$ cat src/rtl/zacore_wb_arb.sv
// Writeback arbiter: picks one completed result per cycle and registers it onto the regfile write port.
// Define ZACORE_WB_RR_EN for round-robin arbitration; the default build uses fixed priority (lowest source wins).
module zacore_wb_arb #(
  parameter int N_SRC = 3
) (
  input  logic                 i_clk,
  input  logic                 i_rst_n,
  input  logic [N_SRC-1:0]     i_src_valid,
  input  logic [5*N_SRC-1:0]   i_src_rd_index,
  input  logic [32*N_SRC-1:0]  i_src_data,
  output logic [N_SRC-1:0]     o_src_ready,
  output logic [4:0]           o_rd_index,
  output logic [31:0]          o_rd,
  output logic                 o_rd_write_enable,
  output logic [31:0]          o_pending
);

  localparam int PW = (N_SRC > 1) ? $clog2(N_SRC) : 1;

  logic [N_SRC-1:0] grant;
  logic             grant_any;
  logic [PW-1:0]    grant_id;
  logic [4:0]       sel_index;
  logic [31:0]      sel_data;

`ifdef ZACORE_WB_RR_EN
  logic [PW-1:0] ptr;
  logic [PW-1:0] scan_id;

  function automatic logic [PW-1:0] wrap_id(input int s);
    if (s >= N_SRC) return PW'(s - N_SRC);
    return PW'(s);
  endfunction

  always_comb begin
    grant_any = 1'b0;
    grant_id  = '0;
    scan_id   = '0;
    for (int i = 0; i < N_SRC; i++) begin
      scan_id = wrap_id(int'(ptr) + i);
      if (!grant_any && i_src_valid[scan_id]) begin
        grant_any = 1'b1;
        grant_id  = scan_id;
      end
    end
  end

  always_ff @(posedge i_clk or negedge i_rst_n) begin
    if (!i_rst_n) begin
      ptr <= '0;
    end else if (grant_any) begin
      ptr <= (grant_id == PW'(N_SRC - 1)) ? '0 : grant_id + 1'b1;
    end
  end
`else
  always_comb begin
    grant_any = 1'b0;
    grant_id  = '0;
    for (int i = 0; i < N_SRC; i++) begin
      if (!grant_any && i_src_valid[i]) begin
        grant_any = 1'b1;
        grant_id  = PW'(i);
      end
    end
  end
`endif

  always_comb begin
    grant = '0;
    grant[grant_id] = grant_any;
  end

  // Ready is held low during reset so no source sees a handshake that the output stage will not record.
  assign o_src_ready = grant & {N_SRC{i_rst_n}};

  assign sel_index = i_src_rd_index[5*int'(grant_id) +: 5];
  assign sel_data  = i_src_data[32*int'(grant_id) +: 32];

  always_ff @(posedge i_clk or negedge i_rst_n) begin
    if (!i_rst_n) begin
      o_rd_index        <= '0;
      o_rd              <= '0;
      o_rd_write_enable <= 1'b0;
    end else begin
      o_rd_write_enable <= grant_any && (sel_index != 5'd0);
      if (grant_any) begin
        o_rd_index <= sel_index;
        o_rd       <= sel_data;
      end
    end
  end

  // A result stays in the mask through its handshake cycle; afterwards regfile bypass covers it.
  always_comb begin
    o_pending = '0;
    for (int k = 0; k < N_SRC; k++) begin
      if (i_src_valid[k]) o_pending[i_src_rd_index[5*k +: 5]] = 1'b1;
    end
    o_pending[0] = 1'b0;
  end

endmodule

$ cat config.mk
export PLATFORM = sky130hd
export DESIGN_NAME = zacore_wb_arb
export DESIGN_NICKNAME = d
export VERILOG_FILES = /design/src/rtl/zacore_wb_arb.sv
export SDC_FILE = /design/constraint.sdc
export NUM_CORES = 1
export LEC_CHECK = 0
export CORE_ASPECT_RATIO = 2
export CORE_MARGIN = 4
export CORE_UTILIZATION = 39
export DETAILED_ROUTE_END_ITERATION = 16
export GPL_ROUTABILITY_DRIVEN = 1
export PLACE_DENSITY = 0.95
export SKIP_CTS_REPAIR_TIMING = 1
export SYNTH_ARGS = -nofsm -noshare
export SYNTH_HDL_FRONTEND = slang
export SYNTH_SLANG_ARGS = --single-unit
$ cat constraint.sdc
create_clock -name i_clk -period 3.3 [get_ports i_clk]
set_clock_uncertainty 0.05 [all_clocks]
set_input_delay 0.66 -clock i_clk [delete_from_list [all_inputs] [get_ports i_clk]]
set_output_delay 0.66 -clock i_clk [all_outputs]
set_load 0.02 [all_outputs]
==> flow_metrics.tcl <==
set metrics [dict create \
    run_status "complete, no violations" \
    num_vias 3654 \
    finalSetupTns_ps 0 \
    fill_cells 506 \
    drtAntennaViolNets 0 \
    min_path_type "primary input to async pin" \
    syn_inst 347 \
    grt_max_degree 71 \
    ios 189 \
    clock_path_buffers 2 \
    overflow 0 \
    area_growth_syn_to_layout_pct 79.5 \
    period_share_pct 98.6 \
    clock_power_share_pct 32.6 \
    intPower_w 0.00117 \
    synth_area_um2 2780 \
    drtIter0Drc 352 \
    peakVddDrop_v 0.000229 \
    drc 0 \
    syn_nets 463 \
    cts-htree-levels 2 \
    ys_ff_latch 38 \
    path_max_fanout 6 \
    comb_power_share_pct 34.9 \
    met1_usage_pct 27.9 \
    start_kind "primary input" \
    grt-busiest-layer "met2" \
    mostFrequentLayoutCells "clkdlybuf4s50_1, a22oi_1, nand2_1" \
    die-height_um 127 \
    met2_usage_pct 48.9 \
    die_w_um 67.7 \
    fmax_ghz 0.307 \
    dpl.hpwl_mm 9.54 \
    tritoncts "done" \
    port_buffers 187 \
    slew_violations 0 \
    grt_setup_unrepaired "no" \
    worst-setup-path-type "primary input to primary output" \
    p_leak_nw 2.13 \
    ys_types 38 \
    power_density_nw_per_um2 330 \
    final_nets 649 \
    num_rows 43 \
    relSlewSlack_pct 57.0 \
    start_util_pct 40.1 \
    finalSetupViolations 0 \
    pwr-share-seq_pct 32.5 \
    ys_seq_area_share_pct 34.2 \
    hold_viol 0 \
    via_per_inst 5.84 \
    fin_crit_ps 3250 \
    avgSynthCellArea_um2 8.02 \
    endpoint_kind "primary output" \
    yosysWarnings 0 \
    clk_latency_ps 280 \
    cts.clk_slew.worst_paths_ps 60 \
    tightest_slew_ps 646 \
    finalNonFillerCells 626 \
    gp_congestion 0.964 \
    core_region_area_um2 6940 \
    antenna_found_initial 2 \
    dieArea_um2 8630 \
    grt_pass1_vias 3743 \
    numCtsBuffers 5 \
    cts-root-buf "clkbuf_16" \
    cp.arrival_ps 2540 \
    cts.sinks 38 \
    critPathRequiredTime_ps 2590 \
    switching_share_pct 29.2 \
    drt-total-wl_mm 12.6 \
    maxCapViolCount 0 \
    track_usage_pct 28.7 \
    wl_per_cell_um 20.1 \
    grtUsageMet3_pct 8.88 \
    drtPass1Iterations 5 \
    p_sw_w 0.000481 \
    final_common_cell "clkdlybuf4s50_1" \
    drive_gt1_share_pct 9.74 \
    grt_pass1_wl_mm 18.9 \
    dpl.cell_count 613 \
]
-- path summary, 6_finish.rpt --
path | from | slack, ps | cells past startpoint | to
hold reg to reg | o_rd[8] | 450 | 2 | o_rd[8]
min in group i_clk | o_rd[8] | 450 | 2 | o_rd[8]
max in group asynchronous | i_rst_n | 2360 | 2 | o_rd[28]
setup reg to reg | o_rd[21] | 2380 | 2 | o_rd[21]
hold / removal | i_rst_n | 170 | 1 | o_rd_index[2]
setup / recovery | i_src_rd_index[2] | 50 | 6 | o_pending[13]
-- synth_stat cells --
cell / count / area share (%)
a22oi_1: 91 / 25
nand2_1: 75 / 10
dfrtp_1: 38 / 34
buf_2: 18 / 3.2
o21ai_0: 18 / 3.2
o21ai_1: 16 / 2.9
clkbuf_1: 12 / 1.6
nor2_1: 11 / 1.5
nor3b_1: 11 / 3.0
and3b_1: 7 / 2.2
and3_1: 6 / 1.3
a21oi_1: 4 / 0.72
buf_4: 4 / 1.1
mux2_2: 3 / 1.2
nand3b_1: 3 / 0.81
nor3_1: 3 / 0.54
a222oi_1: 2 / 0.72
and2_1: 2 / 0.45
inv_1: 2 / 0.27
nand3_1: 2 / 0.36
nor3_2: 2 / 0.72
a221o_1: 1 / 0.36
a221oi_1: 1 / 0.31
a22o_1: 1 / 0.31
a31oi_1: 1 / 0.22
and2b_4: 1 / 0.36
buf_1: 1 / 0.13
conb_1: 1 / 0.13
inv_2: 1 / 0.13
nand2b_1: 1 / 0.22
nor2_2: 1 / 0.22
nor2b_1: 1 / 0.22
nor2b_2: 1 / 0.31
nor3_4: 1 / 0.58
nor3b_2: 1 / 0.45
nor3b_4: 1 / 0.67
o221ai_1: 1 / 0.31
o22a_1: 1 / 0.31
-- registers in the layout (all words and copies together) (netlist names) --
| signal | count |
|---|---|
| o_rd_write_enable | 1 |
| o_rd | 32 |
| o_rd_index | 5 |
-- through the flow --
| step | total power, W | instance area (um^2) | setup WS, ps | util (%) | hold WS (ps) |
|---|---|---|---|---|---|
| CTS | 0.00165 | 4940 | 41.1 | 71.1 | 174 |
| global route | 0.00172 | 4990 | 3.47 | 71.9 | 184 |
| detailed placement | 0.00111 | 4770 | 40.3 | 68.8 | 441 |
| global placement | 0.00110 | 4770 | 69.1 | 68.8 | 423 |
| finish | 0.00165 | 4990 | 47.4 | 71.9 | 173 |
| floorplan | 0.000780 | 2780 | 925 | - | 314 |
-- critical path: stages --
cell             delay [ps]
clkdlybuf4s50_1         610
buf_4                   190
and3b_1                 240
a22oi_1                 110
nand2_1                 110
clkdlybuf4s50_1         630
-- logic make-up after synthesis --
kind of cell | after synthesis | synth area share [%]
and+or+nand+nor | 130 | 24.1
muxes | 3 | 1.21
DFF | 38 | 34.2
AOI/OAI and AO/OA | 137 | 33.9
other | 1 | 0.135
buffers and inverters | 38 | 6.47
-- power groups by stage --
stage	clock network (W)	registers (W)	logic (W)
global route	0.000570	0.000542	0.000610
CTS	0.000546	0.000537	0.000571
finish	0.000538	0.000537	0.000576
detailed placement	0	0.000545	0.000567
floorplan	0	0.000600	0.000180
global placement	0	0.000541	0.000557
-- routing by layer --
metal	routed length, um	up-vias
met5	0	-
li1	-	1666
met3	1390	58
met1	3980	1688
met2	6360	242
met4	875	0
-- area by class of cell --
type / count / area, um^2 / share of cell area [%]
sequential: 38 / 951 / 19.0
timing repair buffer: 214 / 2080 / 41.6
antenna: 2 / 5.00 / 0.100
clock inverter: 1 / 30.0 / 0.601
multi-input combinational: 271 / 1670 / 33.5
inverter: 3 / 11.3 / 0.226
tap: 90 / 113 / 2.26
clock buffer: 7 / 133 / 2.66
(Power assumes the default switching activity.)
